File: src/rtl/microsequencer_pkg.sv
// Shared encodings for the microsequencer: next-address select (N) codes,
// condition select (S) codes and the microstate address width.
package microsequencer_pkg;
    localparam int ADDR_W = 8;

    localparam logic [2:0] N_ENC   = 3'b000;
    localparam logic [2:0] N_FETCH = 3'b001;
    localparam logic [2:0] N_JUMP  = 3'b010;
    localparam logic [2:0] N_INC   = 3'b011;
    localparam logic [2:0] N_CJUMP = 3'b100;
    localparam logic [2:0] N_CENC  = 3'b101;
    localparam logic [2:0] N_WAIT  = 3'b110;
    localparam logic [2:0] N_RET   = 3'b111;

    localparam logic [2:0] S_MOC    = 3'd0;
    localparam logic [2:0] S_COND   = 3'd1;
    localparam logic [2:0] S_Z      = 3'd2;
    localparam logic [2:0] S_N      = 3'd3;
    localparam logic [2:0] S_C      = 3'd4;
    localparam logic [2:0] S_V      = 3'd5;
    localparam logic [2:0] S_LSM    = 3'd6;
    localparam logic [2:0] S_TRUE   = 3'd7;
endpackage

File: src/rtl/microsequencer_cond_sel.sv
// Selects one of the seven status conditions (or constant true) and applies
// the INV field to produce the effective branch condition t.
module microseq_cond_sel
    import microsequencer_pkg::*;
(
    input  logic [2:0] s,
    input  logic       inv,
    input  logic       moc,
    input  logic       cond_ok,
    input  logic       z,
    input  logic       n_flag,
    input  logic       c,
    input  logic       v,
    input  logic       lsm_done,
    output logic       t
);
    logic sel;

    always_comb begin
        sel = 1'b1;
        case (s)
            S_MOC:   sel = moc;
            S_COND:  sel = cond_ok;
            S_Z:     sel = z;
            S_N:     sel = n_flag;
            S_C:     sel = c;
            S_V:     sel = v;
            S_LSM:   sel = lsm_done;
            default: sel = 1'b1;
        endcase
    end

    assign t = sel ^ inv;
endmodule

File: src/rtl/microsequencer.sv
// Microcode sequencer: picks the next microstate from the N field every cycle
// and keeps a single-level return-address register for call/return.
module microsequencer
    import microsequencer_pkg::*;
(
    input  logic              clk,
    input  logic              reset,
    input  logic [2:0]        n,
    input  logic              inv,
    input  logic              mi,
    input  logic [2:0]        s,
    input  logic [ADDR_W-1:0] cr,
    input  logic [ADDR_W-1:0] enc_addr,
    input  logic              moc,
    input  logic              cond_ok,
    input  logic              z,
    input  logic              n_flag,
    input  logic              c,
    input  logic              v,
    input  logic              lsm_done,
    output logic [ADDR_W-1:0] state,
    output logic [ADDR_W-1:0] ret_addr
);
    logic              t;
    logic [ADDR_W-1:0] inc;
    logic [ADDR_W-1:0] next_state;

    microseq_cond_sel u_cond_sel (
        .s        (s),
        .inv      (inv),
        .moc      (moc),
        .cond_ok  (cond_ok),
        .z        (z),
        .n_flag   (n_flag),
        .c        (c),
        .v        (v),
        .lsm_done (lsm_done),
        .t        (t)
    );

    assign inc = state + 1'b1;

    always_comb begin
        next_state = inc;
        case (n)
            N_ENC:   next_state = enc_addr;
            N_FETCH: next_state = '0;
            N_JUMP:  next_state = cr;
            N_INC:   next_state = inc;
            N_CJUMP: next_state = t ? cr : inc;
            N_CENC:  next_state = t ? enc_addr : inc;
            N_WAIT:  next_state = t ? inc : state;
            N_RET:   next_state = ret_addr;
            default: next_state = inc;
        endcase
    end

    // A call only records a return address when the sequencer actually moves.
    always_ff @(posedge clk) begin
        if (reset) begin
            state    <= '0;
            ret_addr <= '0;
        end else begin
            state <= next_state;
            if (mi && (next_state != state))
                ret_addr <= inc;
        end
    end
endmodule

File: config.mk
export PLATFORM = sky130hd
export DESIGN_NAME = microsequencer
export DESIGN_NICKNAME = d
export VERILOG_FILES = /design/src/rtl/microsequencer_pkg.sv /design/src/rtl/microsequencer_cond_sel.sv /design/src/rtl/microsequencer.sv
export SDC_FILE = /design/constraint.sdc
export NUM_CORES = 1
export LEC_CHECK = 0
export CAP_MARGIN = 0
export CELL_PAD_IN_SITES_DETAIL_PLACEMENT = 1
export CELL_PAD_IN_SITES_GLOBAL_PLACEMENT = 1
export CORE_ASPECT_RATIO = 1.25
export CORE_UTILIZATION = 36
export DETAILED_ROUTE_END_ITERATION = 8
export PLACE_DENSITY = 0.93
export RECOVER_POWER = 100
export SLEW_MARGIN = 30
export SYNTH_ARGS = -nofsm -noshare
export SYNTH_HDL_FRONTEND = slang
export SYNTH_SLANG_ARGS = --single-unit
File: constraint.sdc
create_clock -name clk -period 5.95 [get_ports clk]
set_input_delay 1.785 -clock clk [delete_from_list [all_inputs] [get_ports clk]]
set_output_delay 1.785 -clock clk [all_outputs]
set_load 0.02 [all_outputs]
==> impl_metrics.tcl <==
set metrics [dict create \
    cts_buffers 3 \
    vias 2281 \
    status "finished clean" \
    timing.fmax_mhz 186 \
    worst_slew_pin_slew_ns 0.815 \
    grt_max_degree 25 \
    vias_per_cell 6.22 \
    reg2reg_slack_ns 2.52 \
    grtUsageTotal_pct 27.0 \
    placed_cell_area_sq_um 2510 \
    row_count 29 \
    min_delay_path_depth 2 \
    die_w_microns 68.0 \
    dpl.cell_count 363 \
    synth_top_cell_by_area "dfxtp_1" \
    yosysUniqueCellTypes 62 \
    synth_cells 261 \
    cts_resized 0 \
    cts_root_buf "clkbuf_8" \
    dr_wl_met2_mm 3.59 \
    layout-drive-gt1-share_pct 10.8 \
    io_buffers 48 \
    start_kind "primary input" \
    synth_edf_count 0 \
    synth.most_common_cell "nor2_1" \
    ys_top_cells_by_count "nor2_1 (34), nand2_1 (18), dfxtp_1 (16), mux2i_1 (16), a21oi_1 (14)" \
    fillers 649 \
    fin_crit_ns 5.38 \
    yosysWarnings 0 \
    reg2reg_depth 8 \
    htreeDepth 1 \
    path_clk_slew_ns 0.07 \
    ant_nets 0 \
    met1_length_mm 2.83 \
    synthTopCellsByArea "dfxtp_1 (16%), mux2i_1 (8.2%), nor2_1 (6.5%), a21oi_1 (3.6%), nand2b_1 (3.5%)" \
    p_leak_nw 0.992 \
    critPathMaxFanout 7 \
    r2r_end "ret_addr[7]" \
    cts_tree "built" \
    crit_start "s[1]" \
    relSlewSlack_pct 45.5 \
    drc 0 \
    fin_util_pct 49.2 \
    wire_per_inst_microns 19.4 \
    worstSkewPairLatency_ns 0.26 \
    endpoint_kind "flip-flop" \
    hp-class "reg2reg" \
    seq_area_sq_um 320 \
    die-area_sq_um 5740 \
    power_density_nw_per_um2 165 \
    core_sq_um 5150 \
    cp_top_family "compound AO/OA/AOI/OAI gates" \
    drv_slew 0 \
    drtIter0Drc 189 \
    area_growth_pct 29.4 \
    hold_start "ret_addr[5]" \
    finalWirelength_mm 7.11 \
    hold_viol_final 0 \
    ios 49 \
    hpwlAfterDp_mm 5.54 \
    postCtsHoldBufs 0 \
    cts_sinks 16 \
    fin_setup_tns_ns 0 \
    multi_input_area_sq_um 1510 \
    gp_congestion 0.954 \
    grt_pass1_vias 2413 \
    start_util_pct 38.0 \
    fp.dieH_microns 84.5 \
    synth_area_sq_um 1960 \
    seq_area_frac_synth_pct 16.3 \
    rsz0062_at_grt "false" \
    finClkSkew_ns 0.00399 \
    fin_area_sq_um 2530 \
    layoutNonFillerInstCount 367 \
    synth_area_per_cell_sq_um 7.51 \
    synth_ff_type "dfxtp_1" \
    finalSetupViolations 0 \
    ys_ff_latch 16 \
    r2r-start "state[4]" \
    num_antenna_cells 0 \
    crit_chain "clkdlybuf4s50_1, mux2_4, o31ai_1, o21ai_2, nand2_1, mux2i_1, a221oi_1, or4_4, o41ai_4, mux2_1" \
    arrival_ns 5.53 \
    route.met3.wl_microns 389 \
    hold_end "ret_addr[5]" \
    post_cts_buffers 0 \
    crit_slowest_cell "o41ai_4" \
    worst-path-buf-inv 1 \
    nNetsFinal 340 \
    cp.required_ns 6.10 \
    overflow 0 \
    clockBufferDepth 2 \
    grt_antenna_before_repair 0 \
    first_pass_iters 4 \
    drv_cap 0 \
    worst_ir_drop_vdd_v 0.000108 \
    synth_nets 295 \
    synth_top_area_share_pct 16.3 \
    max_stage_delay_ns 0.58 \
    async_reset_ff_share_pct 0 \
    critPathKind "in2reg" \
    grt_first_pass_wirelength_mm 11.9 \
    maxUsedRoutingLayer "met4" \
    finalCritPeriodShare_pct 90.4 \
]
==> where the power goes <==
part           total (W)  switching (W)  internal [W]
registers       0.000129      0.0000141      0.000115
logic           0.000185       0.000100     0.0000853
clock network   0.000104      0.0000452     0.0000589
total           0.000418       0.000159      0.000259
==> area by class of cell <==
class / count / area share [%]
Clock buffer: 4 / 2.17
Inverter: 11 / 1.63
Multi-Input combinational cell: 219 / 59.6
Sequential cell: 16 / 12.6
Tap cell: 62 / 3.06
Timing Repair Buffer: 55 / 20.9
==> per-layer routing <==
layer  up-vias  track usage, %
li1       1058               -
met1      1110            32.4
met2        88            43.9
met3        25            4.21
met4         0            15.2
met5         -               0
==> logic make-up after synthesis <==
logic type               count (synthesis)  synth area share (%)
AND/OR/NAND/NOR                        105                  27.7
XOR/XNOR                                 7                  3.13
buffers and inverters                   26                  5.17
multiplexers                            26                  14.5
AO/OA/AOI/OAI                           80                  32.5
flip-flops                              16                  16.3
adder cells (fa/ha/maj)                  1                 0.638
==> metrics by stage <==
stage               hold slack (ns)  power (W)  worst slack (ns)
detailed placement            0.514   0.000321             0.449
CTS                           0.525   0.000425             0.728
global placement              0.484   0.000314             0.566
floorplan                     0.558   0.000246              1.29
global route                  0.530   0.000440             0.264
finish                        0.515   0.000418             0.570
==> worst max path at each step <==
stage,endpoint,slack (ns),cells after the start
2_1_floorplan,ret_addr[0],1.29,9
3_3_place_gp,ret_addr[6],0.57,10
3_5_place_dp,ret_addr[7],0.45,10
4_1_cts,ret_addr[7],0.73,10
5_1_grt,ret_addr[6],0.26,10
6_report,ret_addr[7],0.57,10
==> tightest hold or removal path, cell delays in order, from the launching register on <==
cell and delay [ns]:
dfxtp_1 0.33, nand2b_1 0.07, mux2i_1 0.06
==> sequential cells by signal, summed over array words and instances, names as in the netlist <==
signal	cells
state	8
ret_addr	8
==> cell usage in the layout (no fill, tap or decap), types with 5 or more instances in the layout <==
master	netlist	layout
or2_2	5	5
mux2i_1	16	16
nand3_1	8	8
nor2_1	34	34
nor3_1	4	5
dfxtp_1	16	16
xnor2_1	6	6
nand2b_1	11	11
nand2_1	18	19
o22ai_1	5	5
buf_4	0	6
clkdlybuf4s50_1	0	32
dlygate4sd3_1	0	16
o21ai_0	7	7
a31oi_1	6	6
nor2b_1	8	8
inv_1	11	11
a21oi_1	14	14
Note: power is estimated with default switching activity, not from simulation.
